[src/rtl/spi_pkg.sv]
// Shared definitions for the 8-bit SPI link: byte width, mode constants and
// the peripheral state encoding.
package spi_pkg;

   localparam int SPI_BYTE_W    = 8;
   localparam bit SPI_CPOL      = 1'b0;
   localparam bit SPI_CPHA      = 1'b0;
   localparam bit SPI_MSB_FIRST = 1'b1;

   typedef enum logic {
      IDLE   = 1'b0,
      ACTIVE = 1'b1
   } spi_state_e;

endpackage

[src/rtl/spi_sync.sv]
// Multi-flop synchronizer for one asynchronous SPI pad input, plus an extra
// delay flop so the synchronized value yields single-cycle rise/fall strobes.
module spi_sync #(
   parameter int   STAGES  = 2,
   parameter logic RST_VAL = 1'b0
) (
   input  logic clk,
   input  logic rst,
   input  logic din,
   output logic sync,
   output logic rise,
   output logic fall
);

   logic [STAGES-1:0] chain;
   logic              dly;

   always_ff @(posedge clk) begin
      if (rst) begin
         chain <= {STAGES{RST_VAL}};
         dly   <= RST_VAL;
      end else begin
         chain <= {chain[STAGES-2:0], din};
         dly   <= chain[STAGES-1];
      end
   end

   assign sync = chain[STAGES-1];
   assign rise = sync & ~dly;
   assign fall = ~sync & dly;

endmodule

[src/rtl/spi_slave.sv]
// Mode-0 SPI peripheral: oversamples sck/ss_n/mosi, assembles received bytes
// and shifts out bytes from a one-entry transmit buffer.
module spi_slave
   import spi_pkg::*;
#(
   parameter int                    SYNC_STAGES = 2,
   parameter logic [SPI_BYTE_W-1:0] DEFAULT_TX  = 8'hFF
) (
   input  logic                  clk,
   input  logic                  rst,
   input  logic                  sck,
   input  logic                  ss_n,
   input  logic                  mosi,
   output logic                  miso,
   output logic                  miso_oe,
   input  logic [SPI_BYTE_W-1:0] tx_data,
   input  logic                  tx_valid,
   output logic                  tx_ready,
   output logic [SPI_BYTE_W-1:0] data_out,
   output logic                  new_data,
   output logic                  tx_underrun,
   output logic                  busy
);

   spi_state_e            state, state_next;
   logic                  sck_s, sck_rise, sck_fall;
   logic                  ss_s, ss_rise, ss_fall;
   logic                  mosi_s, mosi_rise, mosi_fall;
   logic [2:0]            bit_cnt;
   logic                  reload;
   logic [SPI_BYTE_W-1:0] rx_shift, tx_shift, buf_data, load_byte;
   logic                  buf_full;
   logic                  byte_load;
   logic                  unused_sync;

   spi_sync #(.STAGES(SYNC_STAGES), .RST_VAL(1'b0)) u_sync_sck (
      .clk(clk), .rst(rst), .din(sck), .sync(sck_s), .rise(sck_rise), .fall(sck_fall));
   spi_sync #(.STAGES(SYNC_STAGES), .RST_VAL(1'b1)) u_sync_ss (
      .clk(clk), .rst(rst), .din(ss_n), .sync(ss_s), .rise(ss_rise), .fall(ss_fall));
   spi_sync #(.STAGES(SYNC_STAGES), .RST_VAL(1'b0)) u_sync_mosi (
      .clk(clk), .rst(rst), .din(mosi), .sync(mosi_s), .rise(mosi_rise), .fall(mosi_fall));

   assign unused_sync = ^{sck_s, ss_s, mosi_rise, mosi_fall};

   always_ff @(posedge clk) begin
      if (rst) state <= IDLE;
      else     state <= state_next;
   end

   // A byte starts on select, or on the first sck fall after a completed byte.
   // Deselect wins over a coincident sck fall, so the frame end never reloads.
   always_comb begin
      state_next = state;
      byte_load  = 1'b0;
      case (state)
         IDLE: begin
            if (ss_fall) begin
               state_next = ACTIVE;
               byte_load  = 1'b1;
            end
         end
         ACTIVE: begin
            if (ss_rise)                  state_next = IDLE;
            else if (sck_fall && reload)  byte_load  = 1'b1;
         end
         default: state_next = IDLE;
      endcase
   end

   assign load_byte = buf_full ? buf_data : DEFAULT_TX;

   always_ff @(posedge clk) begin
      if (rst) begin
         bit_cnt     <= '0;
         reload      <= 1'b0;
         rx_shift    <= '0;
         tx_shift    <= '0;
         buf_data    <= '0;
         buf_full    <= 1'b0;
         data_out    <= '0;
         new_data    <= 1'b0;
         tx_underrun <= 1'b0;
      end else begin
         new_data    <= 1'b0;
         tx_underrun <= 1'b0;

         if (byte_load) begin
            tx_shift    <= load_byte;
            tx_underrun <= ~buf_full;
         end else if (state == ACTIVE && sck_fall && !ss_rise) begin
            tx_shift <= {tx_shift[SPI_BYTE_W-2:0], 1'b0};
         end

         // An accept can only coincide with a load when the buffer is empty.
         if (tx_valid && !buf_full) begin
            buf_data <= tx_data;
            buf_full <= 1'b1;
         end else if (byte_load) begin
            buf_full <= 1'b0;
         end

         if (state == IDLE) begin
            if (ss_fall) begin
               bit_cnt  <= '0;
               reload   <= 1'b0;
               rx_shift <= '0;
            end
         end else begin
            if (sck_rise) begin
               rx_shift <= {rx_shift[SPI_BYTE_W-2:0], mosi_s};
               bit_cnt  <= bit_cnt + 3'd1;
               if (bit_cnt == 3'd7) begin
                  data_out <= {rx_shift[SPI_BYTE_W-2:0], mosi_s};
                  new_data <= 1'b1;
                  reload   <= 1'b1;
               end
            end
            if (byte_load) reload <= 1'b0;
            if (ss_rise) begin
               bit_cnt <= '0;
               reload  <= 1'b0;
            end
         end
      end
   end

   assign busy     = (state == ACTIVE);
   assign miso_oe  = busy;
   assign miso     = busy & tx_shift[SPI_BYTE_W-1];
   assign tx_ready = ~buf_full;

endmodule

[config.mk]
export PLATFORM = sky130hd
export DESIGN_NAME = spi_slave
export DESIGN_NICKNAME = d
export VERILOG_FILES = /design/src/rtl/spi_pkg.sv /design/src/rtl/spi_sync.sv /design/src/rtl/spi_slave.sv
export SDC_FILE = /design/constraint.sdc
export NUM_CORES = 1
export LEC_CHECK = 0
export BUFFER_PORTS_ARGS = -buffer_cell sky130_fd_sc_hd__buf_2
export CORE_MARGIN = 4
export CORE_UTILIZATION = 40
export DETAILED_ROUTE_END_ITERATION = 7
export PLACE_DENSITY_LB_ADDON = 0.3
export SYNTH_ARGS = -nofsm -noshare
export SYNTH_HDL_FRONTEND = slang
export SYNTH_SLANG_ARGS = --single-unit
export TNS_END_PERCENT = 1
[constraint.sdc]
create_clock -name clk -period 3.6 [get_ports clk]
set_clock_uncertainty 0.05 [all_clocks]
set_input_delay 0.72 -clock clk [delete_from_list [all_inputs] [get_ports clk]]
set_output_delay 0.72 -clock clk [all_outputs]
set_load 0.02 [all_outputs]
# Word level (Yosys, flattened, before mapping)
# Index checks and enable logic that the tools add are counted.
[word_totals]
input_bits = 14
ff_bits = 47
elab_cells = 74
out_inout_bits = 14
[op_classes]
eq_ne = 5
n_bitwise = 13
mux = 25
addsub = 1
n_reduce_logical = 15
[op_table]
columns = ["cell", "count"]
rows = [
  ["two-way mux 8 bit", 3],
  ["two-way mux 7 bit", 3],
  ["two-way mux 1 bit", 13],
  ["two-way mux 3 bit", 4],
  ["!= test 4 x 1 -> 1 bit, second input constant", 2],
  ["inverter 1 bit", 8],
  ["AND reduction 3 bit", 2],
  ["nonzero test 2 bit", 3],
  ["bitwise AND 1 bit", 5],
  ["logical AND 1 bit", 4],
  ["one-hot mux 1 bit (2 select lines)", 2],
  ["AND reduction 2 bit", 2],
  ["adder 3 x 1 -> 3 bit, second input constant", 1],
  ["equality test 3 bit, second input constant", 1],
  ["!= test 3 x 1 -> 1 bit, second input constant", 1],
  ["OR reduction 3 bit", 1],
  ["logical NOT 1 bit", 2],
  ["!= test 2 x 1 -> 1 bit, second input constant", 1],
  ["OR reduction 2 bit", 1],
]

# Logic depth before layout (Yosys ltp)
# Gate-level depths: netlist (run 1).
[depth]
depth_word = 9
depth_mapped = 6
depth_no_buf = 5

# Cells and area by module
# From an unflattened synthesis (run 1), not the netlist that was laid out.
[unflattened]
cells_unflattened = 205
area_unflattened_um2 = 1835.5
[by_module_without_submodules]
columns = ["mod", "cells_each", "seq_area_each_um2", "n_inst", "area_each_um2"]
rows = [
  ["spi_slave", 181, 780.7, 1, 1560.2],
  ["spi_sync (u_sync_mosi ...)", 8, 60.1, 2, 91.3],
  ["spi_sync (u_sync_ss)", 8, 60.1, 1, 92.6],
]

# Worst setup path after synthesis (run 1)
# No wires, ideal clock.
[synth_timing]
path_type = "reg2out"
from = "reg state (netlist: busy)"
to = "out miso"
t_required_ns = 2.830
path_buffers = 1
path_stages_with_launch = 3
arrival_ns = 0.857
setup_slack_ns = 1.973
cell_sequence = "dfxtp_1 buf_6 and2_1"
[synth_between]
elab_chain_cells = 1
[synth_lines]
columns = ["item", "line", "rtl"]
rows = [
  ["start: declaration", "spi_slave.sv:25", "spi_state_e state, state_next;"],
  ["start signal: assignment", "spi_slave.sv:47", "else state <= state_next;"],
  ["bitwise AND 1 bit", "spi_slave.sv:129", "assign miso = busy & tx_shift[SPI_BYTE_W-1];"],
  ["end: declaration", "spi_slave.sv:14", "output logic miso,"],
]
# Every way passes these cells.

# Worst setup path after layout (run 1)
# Ends and elaborated chain as after synthesis.

==> Implementation_results.wiki, run 1 <==
{| class="wikitable"
! Metric !! Value
|-
| Syn nets || 212
|-
| Ant diodes || 0
|-
| Final antenna-violating net count || 0
|-
| Proportion of layout cells with a drive suffix above 1 || 0.182
|-
| Input/output buffers || 27
|-
| Via count of the first global-routing pass || 1323
|-
| CTS tree || done
|-
| Number of vias per cell after detailed routing || 4.93
|-
| Clock network fraction of design power || 0.395
|-
| Number of remaining DRC errors || 0
|-
| Post-synth EDFFs || 0
|-
| Gr ovfl total || 0
|-
| Share of Yosys cell area claimed by the top area cell type || 0.544
|-
| Startpoint type of the worst setup path || register
|-
| Total design power || about 1000 uW
|-
| Largest fanout on the critical path || 12
|-
| Syn Area/Cell || between 8 and 9 um2
|-
| Weighted congestion reported at the end of routability-driven placement || 0.728
|-
| WL final || ~3200 um
|-
| Sinks on Clock Net || 47
|-
| Sequential area share after synthesis || 0.544
|-
| Die Outline Area || 0.00544 mm2
|-
| First-pass iteration count of the detailed router || 4
|-
| Cells resized by post-CTS repair || 0
|-
| Final cell area excluding filler cells || slightly below 0.002 mm2
|-
| Sequential Power Share || 0.548
|-
| Number of max-cap violations || 0
|-
| Sw frac || 0.215
|-
| Critical setup path kind || register to output pin
|-
| Final number of hold-violating endpoints || 0
|-
| Iteration-0 DRC count of the detailed router || 43
|-
| DP Area || between 0.0015 and 0.002 mm2
|-
| Share of power burned in combinational logic || 0.057
|-
| Cell Int Power || 779 uW
|-
| Type of the tightest min-delay check || register to register
|-
| PD cells || ~500 mW/mm2
|-
| Root buffer cell || clkbuf_8
|-
| Unrepaired setup endpoints after global routing || false
|-
| Post-route fraction of the period consumed by the critical path || 0.548
|-
| Required time worst endpoint || about 2.8 ns
|-
| Maximum achievable frequency || 0.507 GHz
|-
| Net count reported at finish || 235
|-
| Worst IR drop on VDD || 0.000253 V
|-
| Number of filler cells placed in the layout || 412
|-
| Core utilization of the finished layout || 0.487
|-
| Row cnt || 23
|-
| I/O pin count || 28
|-
| Hold Buf Count CTS || 0
|-
| Chip Width || 73.8 um
|-
| Switching Power || 213 uW
|-
| Worst Slack Setup Final || 1.63 ns
|-
| Number of pins with negative max-slew slack in the final report || 0
|-
| Finished Layout Cells || 270
|-
| Crit end category || output pin
|-
| Register clock-pin slew on the reported worst setup and hold paths || 0.08 ns
|-
| Arrival @ worst endpoint || 1.20 ns
|-
| Placed wire-length estimate || 2240 um
|-
| Overall fraction of global-route tracks in use || 0.134
|-
| Number of warnings issued by yosys || 0
|-
| Level count of the clock H-tree || 2
|-
| CTS Buffer Depth || 2
|-
| Number of antenna violations at the first check in global routing || 0
|-
| First-pass GRT wire length || 5580 um
|-
| Post-synthesis to final-layout area growth || 15.0%
|-
| DIE HEIGHT || between 70 and 80 um
|-
| Clock buffers created by TritonCTS || 5
|-
| Worst hold-check slack || ~0.36 ns
|-
| Dpl ws || around 1.6 ns
|-
| Clock Latency Late Sink || 0.29 ns
|-
| Effective utilization at floorplan || 0.423
|-
| Measured slew at the worst slew-check pin || 0.655 ns
|-
| Dominant cells by area after synthesis || dfxtp_1 54%, nand2_1 9.3%, nor2_1 6.1%, a21oi_1 5.2%, o31ai_1 3.5%
|-
| Setup TNS after final layout || 0 ns
|-
| Top cell type by total area after synthesis || dfxtp_1
|-
| Flop and latch count out of synthesis || 47
|-
| Total instance count after detailed placement || 262
|-
| Syn Inst Count || 196
|-
| Run status || complete, no violations
|-
| Pin count of the biggest net entering global routing || 40
|-
| Distinct cell type count of the synthesized netlist || 30
|-
| Post-route minimum period || 1.97 ns
|-
| Core area || 0.00409 mm2
|-
| Post-CTS Setup Bufs || 0
|-
| Static Leak || just over 0.8 nW
|-
| Post-synth design cell area || 0.00173 mm2
|-
| Slew HR || 0.564
|-
| Async S/R FF share, synth || 0
|-
| Detailed-route via count || 1332
|-
| Post-synth top flop || dfxtp_1
|-
| Routed WL per cell || ~12 um
|-
| Final count of negative-setup-slack endpoints || 0
|}
-- cells in the final DEF (no fill, tap or decap), drive strengths merged --
| master | n |
|---|---|
| clkinv | 1 |
| clkbuf | 6 |
| and2 | 2 |
| nor2b | 7 |
| inv | 2 |
| mux2i | 2 |
| nor3b | 1 |
| bufinv | 1 |
| nor2 | 28 |
| ha | 2 |
| o21ai | 1 |
| a31oi | 2 |
| buf | 27 |
| xnor2 | 1 |
| a311oi | 1 |
| and4b | 1 |
| or2 | 5 |
| nand2 | 43 |
| o31ai | 8 |
| and3b | 1 |
| a32oi | 1 |
| o211a | 1 |
| dfxtp | 47 |
| a21oi | 18 |
| a41oi | 1 |
| nor3 | 1 |
| nand2b | 2 |
| a22oi | 7 |
-- layout make-up --
type	instances	area, um2	share of cell area
Multi-Input combinational cell	136	726	0.365
Timing Repair Buffer	27	135	0.0679
Inverter	2	7.51	0.00377
Clock buffer	6	82.6	0.0415
Tap cell	50	62.6	0.0314
Clock inverter	2	35.0	0.0176
Sequential cell	47	941	0.473
-- cells in the mapped netlist, types with 2 or more instances --
cell / n
nand2b_1: 2
nand2_1: 43
or2_2: 3
or2_1: 2
ha_1: 2
a22oi_1: 7
o31ai_1: 8
nor2b_1: 7
clkbuf_1: 5
and2_1: 2
a21oi_1: 18
a31oi_1: 2
nor2_1: 28
mux2i_1: 2
dfxtp_1: 47
buf_2: 3
inv_1: 2
-- sequential cells by signal (all words and copies together) (netlist names) --
signal	count
buf_data	8
u_sync_ss.dly	1
tx_shift	8
u_sync_sck.dly	1
busy	1
rx_shift	7
u_sync_sck.chain	2
tx_underrun	1
reload	1
buf_full	1
new_data	1
data_out	8
u_sync_mosi.chain	2
bit_cnt	3
u_sync_ss.chain	2
-- kinds of logic (layout without fill, tap and decap cells) --
kind of cell	count (synthesis)	after routing	synth area share
and+or+nand+nor	91	91	0.236
DFF	47	47	0.544
AOI/OAI and AO/OA	40	40	0.152
buffers and inverters	13	37	0.0369
adders and majority gates	2	2	0.0145
muxes	2	2	0.0116
xor gates and xnor gates	1	1	0.00506
-- worst paths after layout --
kind | from | to | slack, ns | cells past startpoint
max | busy | miso | 1.63 | 2
min | u_sync_ss.chain[0] | u_sync_ss.chain[1] | 0.36 | 1
max reg2reg | busy | data_out[1] | 1.73 | 4
min reg2reg | u_sync_ss.chain[0] | u_sync_ss.chain[1] | 0.36 | 1
-- worst max-delay path, cell delays in order (launching register included) --
cell	delay, ns
dfxtp_1	0.57
and2_1	0.18
buf_2	0.15
-- power groups by stage --
stage	registers [mW]	logic [mW]	clock network (mW)
6_report	0.543	0.0566	0.392
5_1_grt	0.546	0.0653	0.424
4_1_cts	0.544	0.0576	0.405
3_5_place_dp	0.556	0.0575	0
3_3_place_gp	0.556	0.0563	0
2_1_floorplan	0.553	0.0433	0
-- per-layer routing --
layer | up-vias | routed length (um) | track usage
li1 | 699 | - | -
met1 | 602 | 1480 | 0.158
met2 | 23 | 1530 | 0.220
met3 | 8 | 132 | 0.0369
met4 | 0 | 70 | 0.0664
met5 | - | 0 | 0
(Power assumes the default switching activity.)
==> inputs of run 2 (changes only) <==
==> constraint.sdc (replaced) <==
create_clock -name clk -period 2.1 [get_ports clk]
set_clock_uncertainty 0.05 [all_clocks]
set_input_delay 0.42 -clock clk [delete_from_list [all_inputs] [get_ports clk]]
set_output_delay 0.42 -clock clk [all_outputs]
set_load 0.02 [all_outputs]
==> run 2 against run 1 <==
  * Hold slack lost 0.12 ns
  * Register-to-register slack got worse by 1.3 ns
  * Wire length increased by 0.53%
  * Sequential cell count is the same
  * Power is 70% higher
  * Highest routed layer unchanged
==> Implementation_results.wiki, run 2 (synthesis results as in run 1) <==
{| class="wikitable"
! Metric !! Value
|-
| DIE HEIGHT || 73.8 um
|-
| Detailed-route via count || around 1300
|-
| Chip Width || 73.8 um
|-
| Post-synthesis to final-layout area growth || 16.4%
|-
| Pin count of the biggest net entering global routing || 21
|-
| Row cnt || 23
|-
| Top Registers || buf_data x8, data_out x8, tx_shift x8
|-
| Overall fraction of global-route tracks in use || 0.136
|-
| Measured slew at the worst slew-check pin || 0.602 ns
|-
| Post-CTS Setup Bufs || 0
|-
| Dpl ws || 0.418 ns
|-
| Cells resized by post-CTS repair || 0
|-
| Clock buffers created by TritonCTS || 5
|-
| CTS Buffer Depth || 2
|-
| Number of max-cap violations || 0
|-
| Maximum achievable frequency || around 0.59 GHz
|-
| Core utilization of the finished layout || 0.493
|-
| CTS tree || done
|-
| Routed WL per cell || between 10 and 15 um
|-
| Crit end category || register
|-
| Worst reg2reg path endpoint || data_out[3]
|-
| First-pass GRT wire length || approximately 5500 um
|-
| Startpoint type of the worst setup path || register
|-
| Hold path startpoint || ss_n
|-
| Number of antenna violations at the first check in global routing || 0
|-
| Critical setup path kind || register to register
|-
| Static Leak || 0.838 nW
|-
| Core area || 0.00409 mm2
|-
| Post-route fraction of the period consumed by the critical path || 0.808
|-
| Number of remaining DRC errors || 0
|-
| FF-to-FF path depth || 4
|-
| Final antenna-violating net count || 0
|-
| Weighted congestion reported at the end of routability-driven placement || between 0.6 and 0.7
|-
| Clock Latency Late Sink || 0.30 ns
|-
| Setup TNS after final layout || 0 ns
|-
| Number of pins with negative max-slew slack in the final report || 0
|-
| Register clock-pin slew on the reported worst setup and hold paths || 0.08 ns
|-
| DP Area || 0.00190 mm2
|-
| Slew HR || 0.598
|-
| Post-route minimum period || 1.70 ns
|-
| Required time worst endpoint || approximately 2.3 ns
|-
| Via count of the first global-routing pass || 1158
|-
| Worst Slack Setup Final || 0.404 ns
|-
| Net count reported at finish || 239
|-
| Gr ovfl total || 0
|-
| Proportion of layout cells with a drive suffix above 1 || 0.196
|-
| Type of the tightest min-delay check || input port to register
|-
| Root buffer cell || clkbuf_8
|-
| Ant diodes || 0
|-
| WL final || 3230 um
|-
| Number of vias per cell after detailed routing || 4.91
|-
| Input/output buffers || 27
|-
| Most common cell after layout, fill and taps aside || dfxtp_1
|-
| PD cells || 838 mW/mm2
|-
| Final count of negative-setup-slack endpoints || 0
|-
| Setup slack on the worst flop-to-flop path || about 0.4 ns
|-
| First-pass iteration count of the detailed router || 4
|-
| Placed wire-length estimate || about 2300 um
|-
| Worst hold path stage count || 2
|-
| Hold Path Sink || u_sync_ss.chain[0]
|-
| Sinks on Clock Net || 47
|-
| Unrepaired setup endpoints after global routing || false
|-
| Final number of hold-violating endpoints || 0
|-
| Run status || complete, no violations
|-
| Iteration-0 DRC count of the detailed router || 62
|-
| Die Outline Area || 0.00544 mm2
|-
| Final cell area excluding filler cells || 0.00201 mm2
|-
| Worst IR drop on VDD || about 0.00043 V
|-
| I/O pin count || 28
|-
| Arrival @ worst endpoint || 1.87 ns
|-
| Effective utilization at floorplan || 0.423
|-
| Hold Buf Count CTS || 0
|-
| Level count of the clock H-tree || 2
|-
| Worst reg2reg startpoint || busy
|-
| Highest-count cells in the layout ignoring fill and taps || 47 x dfxtp_1, 43 x nand2_1, 28 x nor2_1
|-
| Largest fanout on the critical path || 12
|}
-- run 2: power breakdown --
part           internal [mW]  leakage [nW]  switching, mW
Combinational         0.0395         0.398         0.0605
Sequential             0.915         0.382         0.0167
Clock                  0.354        0.0581          0.302
-- run 2: worst max-delay path: stages, from the launching register on --
cell     delay (ns)
dfxtp_1        0.57
and3b_1        0.39
and2_1         0.37
nand2_1        0.09
a21oi_1        0.15
-- run 2: through the flow --
step | std cells | hold slack (ns) | power, mW
6_report | 274 | 0.245 | 1.69
5_1_grt | 274 | 0.231 | 1.77
4_1_cts | 274 | 0.231 | 1.71
3_5_place_dp | 266 | 0.347 | 1.06
3_3_place_gp | 266 | 0.341 | 1.05
2_1_floorplan | 196 | 0.339 | 1.02
-- run 2: worst max path at each step --
stage | start | endpoint | slack [ns] | depth (start not counted)
2_1_floorplan | busy | tx_shift[1] | 0.57 | 6
3_3_place_gp | busy | data_out[1] | 0.49 | 4
3_5_place_dp | busy | data_out[3] | 0.42 | 4
4_1_cts | busy | data_out[3] | 0.40 | 4
5_1_grt | busy | data_out[6] | 0.19 | 4
6_report | busy | data_out[3] | 0.40 | 4
-- run 2: final cells by class --
class | instances | area (um2)
clock inverter | 3 | 43.8
timing repair buffer | 31 | 165
tap | 50 | 62.6
inverter | 2 | 7.51
clock buffer | 5 | 68.8
sequential | 47 | 941
multi-input combinational | 136 | 726
fill | 405 | 2070
-- run 2: per-layer routing --
metal	track usage	share of wire	vias to the layer above
met2	0.203	0.47	24
met5	0	0	-
met4	0.0604	0.011	0
met1	0.171	0.47	607
li1	-	-	710
met3	0.0575	0.052	4
==> inputs of run 3 (changes only) <==
--- a/config.mk
+++ b/config.mk
@@ -5,6 +5,7 @@
 export SDC_FILE = /design/constraint.sdc
 export NUM_CORES = 1
 export LEC_CHECK = 0
+export ABC_AREA = 1
 export BUFFER_PORTS_ARGS = -buffer_cell sky130_fd_sc_hd__buf_2
 export CORE_MARGIN = 4
 export CORE_UTILIZATION = 40
==> constraint.sdc (replaced) <==
create_clock -name clk -period 1.65 [get_ports clk]
set_clock_uncertainty 0.05 [all_clocks]
set_input_delay 0.33 -clock clk [delete_from_list [all_inputs] [get_ports clk]]
set_output_delay 0.33 -clock clk [all_outputs]
set_load 0.02 [all_outputs]
==> run 3 against run 2 <==
  * Register-to-register slack lost 0.17 ns
  * Hold slack got worse by 0.067 ns
  * Largest cell class unchanged
  * Non-clock buffer count increased by 1
  * Via count up 15%
  * Clock-buffer cell count increased by 2
  * Core utilization down 0.91 points
  * Synthesized cell count grew 27%
  * Final cell count up 21%
  * Wire length is 11% higher
  * Sequential power is 29% higher
==> Implementation_results.wiki, run 3 <==
{| class="wikitable"
! Metric !! Value
|-
| Row cnt || 24
|-
| Number of pins with negative max-slew slack in the final report || 0
|-
| Chip Width || 77.2 um
|-
| Weighted congestion reported at the end of routability-driven placement || 0.777
|-
| Number of max-cap violations || 0
|-
| First-pass GRT wire length || 6040 um
|-
| Final count of negative-setup-slack endpoints || 0
|-
| Sinks on Clock Net || 47
|-
| Highest-count cells in the layout ignoring fill and taps || 48 x nand2_1, 47 x dfxtp_1, 35 x nand3_1
|-
| Pin count of the biggest net entering global routing || 22
|-
| Overall fraction of global-route tracks in use || 0.126
|-
| Buffer and inverter count on the worst path || 3
|-
| Number of warnings issued by yosys || 0
|-
| Sequential area share after synthesis || 0.491
|-
| Maximum achievable frequency || approximately 0.69 GHz
|-
| Flop and latch count out of synthesis || 47
|-
| Post-route fraction of the period consumed by the critical path || 0.881
|-
| Core area || ~0.0045 mm2
|-
| Distinct cell type count of the synthesized netlist || 21
|-
| Required time worst endpoint || 1.27 ns
|-
| Routed WL per cell || around 11 um
|-
| Iteration-0 DRC count of the detailed router || 104
|-
| Delay of the slowest critical-path stage || 0.38 ns
|-
| Number of filler cells placed in the layout || 468
|-
| Largest fanout on the critical path || 6
|-
| Syn nets || around 270
|-
| Register clock-pin slew on the reported worst setup and hold paths || 0.08 ns
|-
| Most frequent cell after synthesis || nand2_1
|-
| Total instance count after detailed placement || around 320
|-
| Level count of the clock H-tree || 2
|-
| First-pass iteration count of the detailed router || 4
|-
| Type of the tightest min-delay check || input port to register
|-
| Input/output buffers || 27
|-
| Worst hold path stage count || 2
|-
| Top post-synthesis cells by count || 48 x nand2_1, 47 x dfxtp_1, 35 x nand3_1, 28 x nor2_1, 25 x inv_1
|-
| Total design power || 2.04 mW
|-
| Slew HR || 0.776
|-
| Worst hold-check slack || 0.178 ns
|-
| Static Leak || 1.05 nW
|-
| Root buffer cell || clkbuf_8
|-
| Syn Inst Count || 249
|-
| Gr ovfl total || 0
|-
| Setup TNS after final layout || 0 ns
|-
| Hold Buf Count CTS || 0
|-
| Clock buffers created by TritonCTS || 5
|-
| Dpl ws || 0.223 ns
|-
| Worst IR drop on VDD || approximately 0.00045 V
|-
| Family with the most delay on the worst path || flip-flops
|-
| Effective utilization at floorplan || 0.425
|-
| Proportion of layout cells with a drive suffix above 1 || 0.219
|-
| Cells resized by post-CTS repair || 0
|-
| Unrepaired setup endpoints after global routing || false
|-
| WL final || between 3000 and 4000 um
|-
| Setup slack on the worst flop-to-flop path || 0.23 ns
|-
| Share of Yosys cell area claimed by the top area cell type || 0.491
|-
| FF-to-FF path depth || 7
|-
| Worst path slowest cell || dfxtp_1
|-
| Final number of hold-violating endpoints || 0
|-
| Run status || complete, no violations
|-
| Post-route minimum period || 1.45 ns
|-
| Top cell type by total area after synthesis || dfxtp_1
|-
| Finished Layout Cells || 331
|-
| Placed wire-length estimate || approximately 2500 um
|-
| Number of remaining DRC errors || 0
|-
| Detailed-route via count || 1541
|-
| PD cells || 936 mW/mm2
|-
| Post-synthesis to final-layout area growth || 13.8%
|-
| Measured slew at the worst slew-check pin || approximately 0.33 ns
|-
| Critical setup path kind || register to output pin
|-
| CTS tree || done
|-
| Post-synth design cell area || 0.00192 mm2
|-
| Via count of the first global-routing pass || roughly 1300
|-
| Critical path depth || 4
|-
| Post-synth EDFFs || 0
|-
| Crit end category || output pin
|-
| Worst reg2reg startpoint || u_sync_ss.chain[1]
|-
| Clock Latency Late Sink || between 0.2 and 0.3 ns
|-
| Capturing instance or port of the critical path || miso
|-
| Die Outline Area || 0.00596 mm2
|-
| DIE HEIGHT || 77.2 um
|-
| Post-synth top flop || dfxtp_1
|-
| Startpoint type of the worst setup path || register
|-
| Most common cell after layout, fill and taps aside || nand2_1
|-
| Top Registers || buf_data x8, data_out x8, tx_shift x8
|-
| CTS Buffer Depth || 2
|-
| Net count reported at finish || 294
|-
| Arrival @ worst endpoint || 1.07 ns
|-
| Final antenna-violating net count || 0
|-
| Worst Slack Setup Final || about 0.20 ns
|-
| Number of vias per cell after detailed routing || 4.66
|-
| List of cells traversed by the critical path || buf_4 -> nand2_1 -> inv_1 -> buf_2
|-
| Ant diodes || 0
|-
| Async S/R FF share, synth || 0
|-
| I/O pin count || 28
|-
| Number of antenna violations at the first check in global routing || 0
|-
| Post-CTS Setup Bufs || 0
|-
| Dominant cells by area after synthesis || dfxtp_1 49%, nand2_1 9.4%, nand3_1 9.1%, nor2_1 5.5%, inv_1 4.9%
|-
| Worst reg2reg path endpoint || tx_shift[3]
|-
| Syn Area/Cell || 7.69 um2
|-
| Source of the critical timing path || busy
|}
run 3: stage by stage:
stage                     utilization  area (um2)
after CTS                       0.484        2180
after floorplan                     -        1920
after detailed placement        0.466        2100
after global routing            0.484        2180
after global placement          0.466        2100
final                           0.484        2180
run 3: per-layer routing:
layer	global-route usage	routed length, um	vias up
met3	0.0351	116	4
li1	-	-	851
met2	0.180	1480	22
met1	0.172	1910	664
met4	0.0641	68	0
met5	0	0	-
run 3: cell type report:
type                            instances  area (um2)  share of cell area
Multi-Input combinational cell        162         795               0.365
Inverter                               30         113              0.0517
Sequential cell                        47         941               0.432
Clock inverter                          1        5.00             0.00230
Timing Repair Buffer                   32         185              0.0850
Clock buffer                            7        76.3              0.0350
Tap cell                               52        65.1              0.0299
run 3: where the power goes:
group	internal, mW	total (mW)	switching [mW]
clock	0.298	0.653	0.355
combinational	0.0769	0.189	0.112
sequential	1.18	1.20	0.0226
run 3: worst min path at each step:
stage                               from              endpoint  slack, ns
finish                              ss_n    u_sync_ss.chain[0]       0.18
detailed placement  u_sync_mosi.chain[0]  u_sync_mosi.chain[1]       0.34
floorplan           u_sync_mosi.chain[0]  u_sync_mosi.chain[1]       0.34
global route                        ss_n    u_sync_ss.chain[0]       0.17
global placement    u_sync_mosi.chain[0]  u_sync_mosi.chain[1]       0.34
CTS                                 ss_n    u_sync_ss.chain[0]       0.17
run 3: worst register-to-register path, delay by kind of cell (launching register included):
| kind | cells | cell delay, ns |
|---|---|---|
| AO/OA/AOI/OAI | 1 | 0.21 |
| AND/OR/NAND/NOR | 3 | 0.47 |
| flip-flops | 1 | 0.42 |
| buffers and inverters | 3 | 0.18 |
run 3: logic make-up (layout without fill, tap and decap cells):
kind of cell,after synthesis,count (layout),share of synthesized area
AOI/OAI and AO/OA,33,33,0.101
DFF,47,47,0.491
buffers and inverters,40,70,0.0941
and+or+nand+nor,127,127,0.300
adders and majority gates,2,2,0.0131
